$ cat src/rtl/dm_abs_cmd.sv
// dm_abs_cmd: Debug Module abstract-command executor.
// Runs "Access Register" commands against the hart debug register port,
// owns the sticky cmderr code and the busy flag.
// Optional feature macro: DM_CMD_TIMEOUT_EN adds a core-response timeout
// (TIMEOUT_CYCLES) that aborts a stuck access with cmderr 3.
//
// Handshake: a request transfers on a cycle where dbg_req_valid and
// dbg_req_ready are both high; valid stays high and write/regno/wdata stay
// stable until that cycle. dbg_resp_valid is a single-cycle pulse with no
// back-pressure, accepted only while waiting for a response.
module dm_abs_cmd #(
  parameter int DATA_WIDTH     = 32,
  parameter int TIMEOUT_CYCLES = 256
) (
  input  logic                  sys_clk,
  input  logic                  sys_rstn,
  input  logic [DATA_WIDTH-1:0] command,
  input  logic                  cmd_update,
  input  logic [DATA_WIDTH-1:0] data0,
  output logic                  cmd_finished,
  output logic [DATA_WIDTH-1:0] cmd_read_data,
  output logic                  busy,
  output logic [2:0]            cmderr,
  input  logic                  cmderr_clr,
  input  logic                  hart_halted,
  output logic                  dbg_req_valid,
  input  logic                  dbg_req_ready,
  output logic                  dbg_req_write,
  output logic [15:0]           dbg_req_regno,
  output logic [DATA_WIDTH-1:0] dbg_req_wdata,
  input  logic                  dbg_resp_valid,
  input  logic [DATA_WIDTH-1:0] dbg_resp_rdata,
  output logic [1:0]            dbg_fsm_state
);

  typedef enum logic [1:0] {
    IDLE = 2'd0,
    REQ  = 2'd1,
    WAIT = 2'd2,
    DONE = 2'd3
  } state_e;

  localparam logic [2:0] ERR_NONE      = 3'd0;
  localparam logic [2:0] ERR_BUSY      = 3'd1;
  localparam logic [2:0] ERR_NOTSUP    = 3'd2;
  localparam logic [2:0] ERR_EXCEPTION = 3'd3;
  localparam logic [2:0] ERR_HALTRESUME = 3'd4;

  state_e                state_q, state_d;
  logic                  write_q, write_d;
  logic [15:0]           regno_q, regno_d;
  logic [DATA_WIDTH-1:0] wdata_q, wdata_d;
  logic [DATA_WIDTH-1:0] rdata_q, rdata_d;
  logic [2:0]            cmderr_q, cmderr_d;

  logic                  err_set;
  logic [2:0]            err_code;

  // Command word fields.
  logic [7:0]  cmd_type;
  logic [2:0]  cmd_aarsize;
  logic        cmd_postexec;
  logic        cmd_transfer;
  logic        cmd_write;
  logic [15:0] cmd_regno;
  logic        cmd_regno_ok;
  logic        cmd_supported;
  logic        unused_cmd_bits;

  assign cmd_type      = command[31:24];
  assign cmd_aarsize   = command[22:20];
  assign cmd_postexec  = command[18];
  assign cmd_transfer  = command[17];
  assign cmd_write     = command[16];
  assign cmd_regno     = command[15:0];
  assign unused_cmd_bits = ^{command[23], command[19]};

  // CSRs occupy 0x0000-0x0FFF, GPRs 0x1000-0x101F.
  assign cmd_regno_ok  = (cmd_regno[15:12] == 4'h0) ||
                         (cmd_regno[15:5] == 11'h080);
  assign cmd_supported = (cmd_type == 8'h00) && (cmd_aarsize == 3'd2) &&
                         !cmd_postexec && cmd_regno_ok;

`ifdef DM_CMD_TIMEOUT_EN
  localparam int CNT_W = $clog2(TIMEOUT_CYCLES + 1);
  logic [CNT_W-1:0] cnt_q, cnt_d;
`endif

  // Next-state, capture and error-event logic.
  always_comb begin
    state_d  = state_q;
    write_d  = write_q;
    regno_d  = regno_q;
    wdata_d  = wdata_q;
    rdata_d  = rdata_q;
    err_set  = 1'b0;
    err_code = ERR_NONE;
`ifdef DM_CMD_TIMEOUT_EN
    cnt_d    = cnt_q;
`endif

    // A new command while one is in flight is dropped and flagged.
    if (cmd_update && (state_q != IDLE)) begin
      err_set  = 1'b1;
      err_code = ERR_BUSY;
    end

    case (state_q)
      IDLE: begin
        if (cmd_update) begin
          write_d = cmd_write;
          regno_d = cmd_regno;
          wdata_d = data0;
          rdata_d = '0;
`ifdef DM_CMD_TIMEOUT_EN
          cnt_d   = '0;
`endif
          if (!hart_halted) begin
            err_set  = 1'b1;
            err_code = ERR_HALTRESUME;
            state_d  = DONE;
          end else if (!cmd_supported) begin
            err_set  = 1'b1;
            err_code = ERR_NOTSUP;
            state_d  = DONE;
          end else if (!cmd_transfer) begin
            state_d  = DONE;
          end else begin
            state_d  = REQ;
          end
        end
      end
      REQ: begin
        if (dbg_req_ready) begin
          state_d = WAIT;
        end
      end
      WAIT: begin
        if (dbg_resp_valid) begin
          if (!write_q) begin
            rdata_d = dbg_resp_rdata;
          end
          state_d = DONE;
        end
      end
      DONE: begin
        state_d = IDLE;
      end
      default: begin
        state_d = IDLE;
      end
    endcase

`ifdef DM_CMD_TIMEOUT_EN
    // Abort an access the core never completes; a real response wins a tie.
    if ((state_q == REQ) || ((state_q == WAIT) && !dbg_resp_valid)) begin
      if (cnt_q == CNT_W'(TIMEOUT_CYCLES - 1)) begin
        state_d  = DONE;
        rdata_d  = '0;
        err_set  = 1'b1;
        err_code = ERR_EXCEPTION;
      end else begin
        cnt_d = cnt_q + 1'b1;
      end
    end
`endif
  end

  // Sticky error: only the first error lands; an error beats a same-cycle clear.
  always_comb begin
    cmderr_d = cmderr_q;
    if (cmderr_clr) begin
      cmderr_d = ERR_NONE;
    end
    if (err_set && ((cmderr_q == ERR_NONE) || cmderr_clr)) begin
      cmderr_d = err_code;
    end
  end

  // State and captured-command registers.
  always_ff @(posedge sys_clk or negedge sys_rstn) begin
    if (!sys_rstn) begin
      state_q  <= IDLE;
      write_q  <= 1'b0;
      regno_q  <= '0;
      wdata_q  <= '0;
      rdata_q  <= '0;
      cmderr_q <= ERR_NONE;
    end else begin
      state_q  <= state_d;
      write_q  <= write_d;
      regno_q  <= regno_d;
      wdata_q  <= wdata_d;
      rdata_q  <= rdata_d;
      cmderr_q <= cmderr_d;
    end
  end

`ifdef DM_CMD_TIMEOUT_EN
  // Timeout counter register.
  always_ff @(posedge sys_clk or negedge sys_rstn) begin
    if (!sys_rstn) begin
      cnt_q <= '0;
    end else begin
      cnt_q <= cnt_d;
    end
  end
`endif

  // Outputs decode straight from flops so reset clears them immediately.
  assign busy          = (state_q != IDLE);
  assign cmd_finished  = (state_q == DONE);
  assign cmd_read_data = (state_q == DONE) ? rdata_q : '0;
  assign cmderr        = cmderr_q;
  assign dbg_req_valid = (state_q == REQ);
  assign dbg_req_write = ((state_q == REQ) || (state_q == WAIT)) && write_q;
  assign dbg_req_regno = ((state_q == REQ) || (state_q == WAIT)) ? regno_q : 16'h0;
  assign dbg_req_wdata = ((state_q == REQ) || (state_q == WAIT)) ? wdata_q : '0;
  assign dbg_fsm_state = state_q;

endmodule

$ cat config.mk
export PLATFORM = sky130hd
export DESIGN_NAME = dm_abs_cmd
export DESIGN_NICKNAME = d
export VERILOG_FILES = /design/src/rtl/dm_abs_cmd.sv
export SDC_FILE = /design/constraint.sdc
export NUM_CORES = 1
export LEC_CHECK = 0
export CAP_MARGIN = 10
export CORE_MARGIN = 2
export CORE_UTILIZATION = 53
export CTS_BUF_LIST = sky130_fd_sc_hd__clkbuf_2 sky130_fd_sc_hd__clkbuf_4 sky130_fd_sc_hd__clkbuf_8
export DETAILED_ROUTE_END_ITERATION = 6
export DONT_BUFFER_PORTS = 1
export PLACE_DENSITY = 0.73
export SETUP_SLACK_MARGIN = 0.02
export SKIP_CTS_REPAIR_TIMING = 1
export SLEW_MARGIN = 5
export SYNTH_ARGS = -nofsm -noshare
export SYNTH_HDL_FRONTEND = slang
export SYNTH_SLANG_ARGS = --single-unit
$ cat constraint.sdc
create_clock -name sys_clk -period 2.03 [get_ports sys_clk]
set_clock_uncertainty 0.05 [all_clocks]
set_input_delay 0.203 -clock sys_clk [delete_from_list [all_inputs] [get_ports sys_clk]]
set_output_delay 0.203 -clock sys_clk [all_outputs]
set_load 0.05 [all_outputs]
# == Word-level counts from Yosys, hierarchy flattened ==
# Index checks and enable logic that the tools add are counted.
# totals
regBits,86
input_bits,103
out_inout_bits,89
wordCells,61
# classes
eq_ne,9
mux,26
n_reduce_logical,20
# ops
operator,n
$mux W32,5
$pmux W32 S2,1
$mux W3,6
$mux W16,1
$mux W2,6
$eq A11 B8 Y1 const B,1
$logic_not A8 Y1,1
$pmux W2 S4,1
$logic_and A1 B1 Y1,6
$mux W1,6
$ne A2 B2 Y1 const B,3
$reduce_bool A2 Y1,3
$eq A2 B2 Y1 const B,2
$logic_not A4 Y1,1
$reduce_and A4 Y1,1
$eq A3 B2 Y1 const B,1
$logic_not A3 Y1,1
$logic_or A1 B1 Y1,3
$reduce_and A3 Y1,1
$eq A2 B1 Y1 const B,1
$logic_not A2 Y1,1
$ne A2 B1 Y1 const B,1
$reduce_and A2 Y1,1
$logic_not A1 Y1,1

# == Depth between registers and ports, before layout ==
# logic_depth
depth_word,10
depth_mapped,6
depth_no_buf,6

# == Worst setup path after synthesis ==
# No wires, ideal clock.
# synth_path
kind,reg2out
from,register state_q[0] (netlist: dbg_fsm_state[0])
to,output dbg_req_wdata[21]
arrival_time_ns,2.000
t_required_ns,1.777
setup_slack_ns,-0.223
stages_incl_launch_ff,6
path_buffers,2
cell_sequence,dfrtp_1 > inv_1 > ha_1 > clkbuf_1 > clkbuf_1 > and2_1
# synth_via
elab_chain_cells,3
elab_cells_between_ends,4
cone_classes,2 x eq/ne; 1 x mux; 1 x reduce/logical
# synth_lines
element,line,text
start: declaration,49,"state_e state_q, state_d;"
start signal: assignment,190,state_q <= state_d;
$eq A2 B1 Y1 or $eq A2 B2 Y1 (tied branches),218,assign dbg_req_wdata = ((state_q == REQ) || (state_q == WAIT)) ? wdata_q : '0;
$logic_or A1 B1 Y1 *,218,
$mux W32 *,218,
end: declaration,30,"output logic [DATA_WIDTH-1:0] dbg_req_wdata,"
# Mark *: on every way between the ends. The rest lies on a longest branch, timed or not.

# == Worst setup path in the final report ==
# layout_path
from,register state_q[1] (netlist: dbg_fsm_state[1])
to,output dbg_req_regno[8]
# layout_via
elab_chain_cells,3
elab_cells_between_ends,4
cone_classes,2 x eq/ne; 1 x mux; 1 x reduce/logical
# layout_lines
element,line,text
$eq A2 B1 Y1 or $eq A2 B2 Y1 (tied branches),217,assign dbg_req_regno = ((state_q == REQ) || (state_q == WAIT)) ? regno_q : 16'h0;
$logic_or A1 B1 Y1 *,217,
$mux W16 *,217,
end: declaration,29,"output logic [15:0] dbg_req_regno,"
# Marks and branches as above.

==> impl_results.md <==
* Total core area at 7176 um^2
* RSZ-0062 raised after global routing: true
* FMAX at 496.3 MHz
* Post-Syn Nets at 414
* Drc violations at 0
* Cell row count at 31
* Worst-Skew Late Latency at 0.35 ns
* Detailed Place HPWL at 7082 um
* Register area share after synthesis at 55.09%
* Outcome: complete, but fails checks
* Synth cell types at 32
* Register area at 2155 um^2
* Fin crit period at 2.015 ns
* Die Y at 89.85 um
* CTS H-tree lvls at 3
* Multi-input gate area at 1639 um^2
* Final Core Density at 90.79%
* Total wire length at 12350 um
* Inserted Clock Buffers at 9
* Critical R2R Capture: dbg_fsm_state[1]
* GR Util met3 at 9.472%
* R2R Path Start: dbg_fsm_state[0]
* GRT Overall Usage at 24.37%
* Critical path type: reg2out
* R2R setup slack at 0.06 ns
* Clk buf depth at 2
* Largest net degree at the start of global routing at 87
* HP Class: in2async
* Worst setup margin at 0.01498 ns
* Slew HR at 59.32%
* I/O Buffers at 0
* Register clock-pin slew on the reported worst setup and hold paths at 0.09 ns
* Clock Sinks at 86
* Wire length per cell at 21.59 um
* Synth async-reset ratio at 100.0%
* Initial Utilization at 54.44%
* Final-stage net count at 575
* DR iter-0 viols at 156
* M2 GR Usage at 40.85%
* Final Hold Fails at 86
* Flops & latches, synth at 86
* Congestion Overflow GR at 0
* Worst path arrival time at 1.76 ns
* Area contributors post-synth: dfrtp_1, and2_1, mux2_2
* Vias at 3141
* Top FF cell, synth: dfrtp_1
* Hold Slack at -0.5155 ns
* GP Congestion at 0.7886
* Most Crowded Layer GR: met2
* GR Layer Usage met1 at 28.34%
* Kind of end point of the critical path: output pin
* Fin crit share at 99.26%
* Failing checks: negative hold slack
* Syn. warnings at 0
* Worst-margin pin slew at 0.6096 ns
* Post-Place Worst Slack at -0.1307 ns
* Filler cells at 264
* Cell area after synthesis at 3906 um^2
* Root cell of the clock tree: clkbuf_8
* Vias in the first global route at 2982
* Crit path launch type: register
* # diodes at 0
* CTS tree: built
* Synth cell count leaders: dfrtp_1, and2_1, a22o_1, mux2_2, mux2_1
* Max FO, Critical Path at 16
* First-pass GRT wire length at 15470 um
* Setup-failing EPs final at 0
* Worst Path Required at 1.78 ns
* Area grow syn2layout at 66.78%
* Width of the die at 89.85 um
* Yosys top cell by area: dfrtp_1
* I/O pin count at 192
* Count of final max-slew check failures at 0
* Initial antenna violation count at 0
* Post-synth EDFFs at 0
* Die area at 8073 um^2
* Most frequent cell after synthesis: dfrtp_1
* Antenna Violating Nets Remaining at 0
* Synth top area share at 55.09%
* R2R depth at 5
* Post-Synthesis Cells at 307
* Total of max-cap violations at 0
* DR vias/cell at 5.491
* Layout cells sized above 1 at 32.56%
* DR pass1 iterations at 4
* Syn avg cell area at 12.72 um^2
-- critical path, stage by stage (launching register included) --
cell     delay (ns)
dfrtp_2        0.39
inv_1          0.08
ha_1           0.34
buf_4          0.21
and2_1         0.24
buf_12         0.16
-- per-layer routing --
layer	vias up	wire [um]
met5	-	0
met2	155	6729
met4	0	128
met1	1595	4534
li1	1381	-
met3	10	956
-- registers in the layout, indices dropped and copies added (netlist names) --
signal and cells:
cmderr 3, dbg_fsm_state 2, rdata_q 32, regno_q 16
wdata_q 32, write_q 1
-- cell type report --
| class | instances | share of cell area [%] |
|---|---|---|
| inverters | 8 | 0.4609 |
| repair buffers | 169 | 36.57 |
| multi-input cells | 194 | 25.16 |
| well taps | 99 | 1.901 |
| clock buffers | 12 | 2.343 |
| flip-flops and latches | 86 | 33.07 |
| clock inverters | 4 | 0.4993 |
-- logic make-up after synthesis --
family / synth area share, %
adders and majority gates: 1.281
DFF: 55.09
and+or+nand+nor: 15.95
muxes: 14.41
AOI/OAI and AO/OA: 9.449
buffers and inverters: 3.812
-- through the flow --
stage,cells,area (um^2),TNS [ns],hold WS [ns]
finish,572,6515,0,-0.5155
global route,572,6515,-1.195,-0.5378
CTS,487,5635,-6.997,-0.5223
detailed placement,471,5450,-3.113,-0.1399
global placement,471,5450,-0.7513,-0.1398
floorplan,307,3924,0,-0.1426
-- how the worst max path moves through the flow --
stage,start,to,slack (ns),cells after the start
floorplan,dbg_fsm_state[1],dbg_fsm_state[1],0.03,5
global placement,dbg_fsm_state[1],rdata_q[16],-0.03,5
finish,dbg_fsm_state[1],dbg_req_regno[8],0.01,5
CTS,dbg_fsm_state[1],rdata_q[0],-0.15,5
global route,dbg_fsm_state[1],dbg_req_regno[3],-0.04,5
detailed placement,dbg_fsm_state[1],rdata_q[0],-0.13,5
-- cells in the final DEF (no fill, tap or decap), types with 10 or more instances in the layout --
| cell | instances |
|---|---|
| dlygate4sd3_1 | 84 |
| mux2_1 | 18 |
| buf_12 | 71 |
| dfrtp_1 | 84 |
| and2_1 | 69 |
| a22o_1 | 32 |
| buf_4 | 12 |
| mux2_2 | 32 |
| clkbuf_8 | 10 |
Power is left out: the tool's default activity adds up to more than one toggle a clock period on the data nets, which glitch-free logic cannot reach.
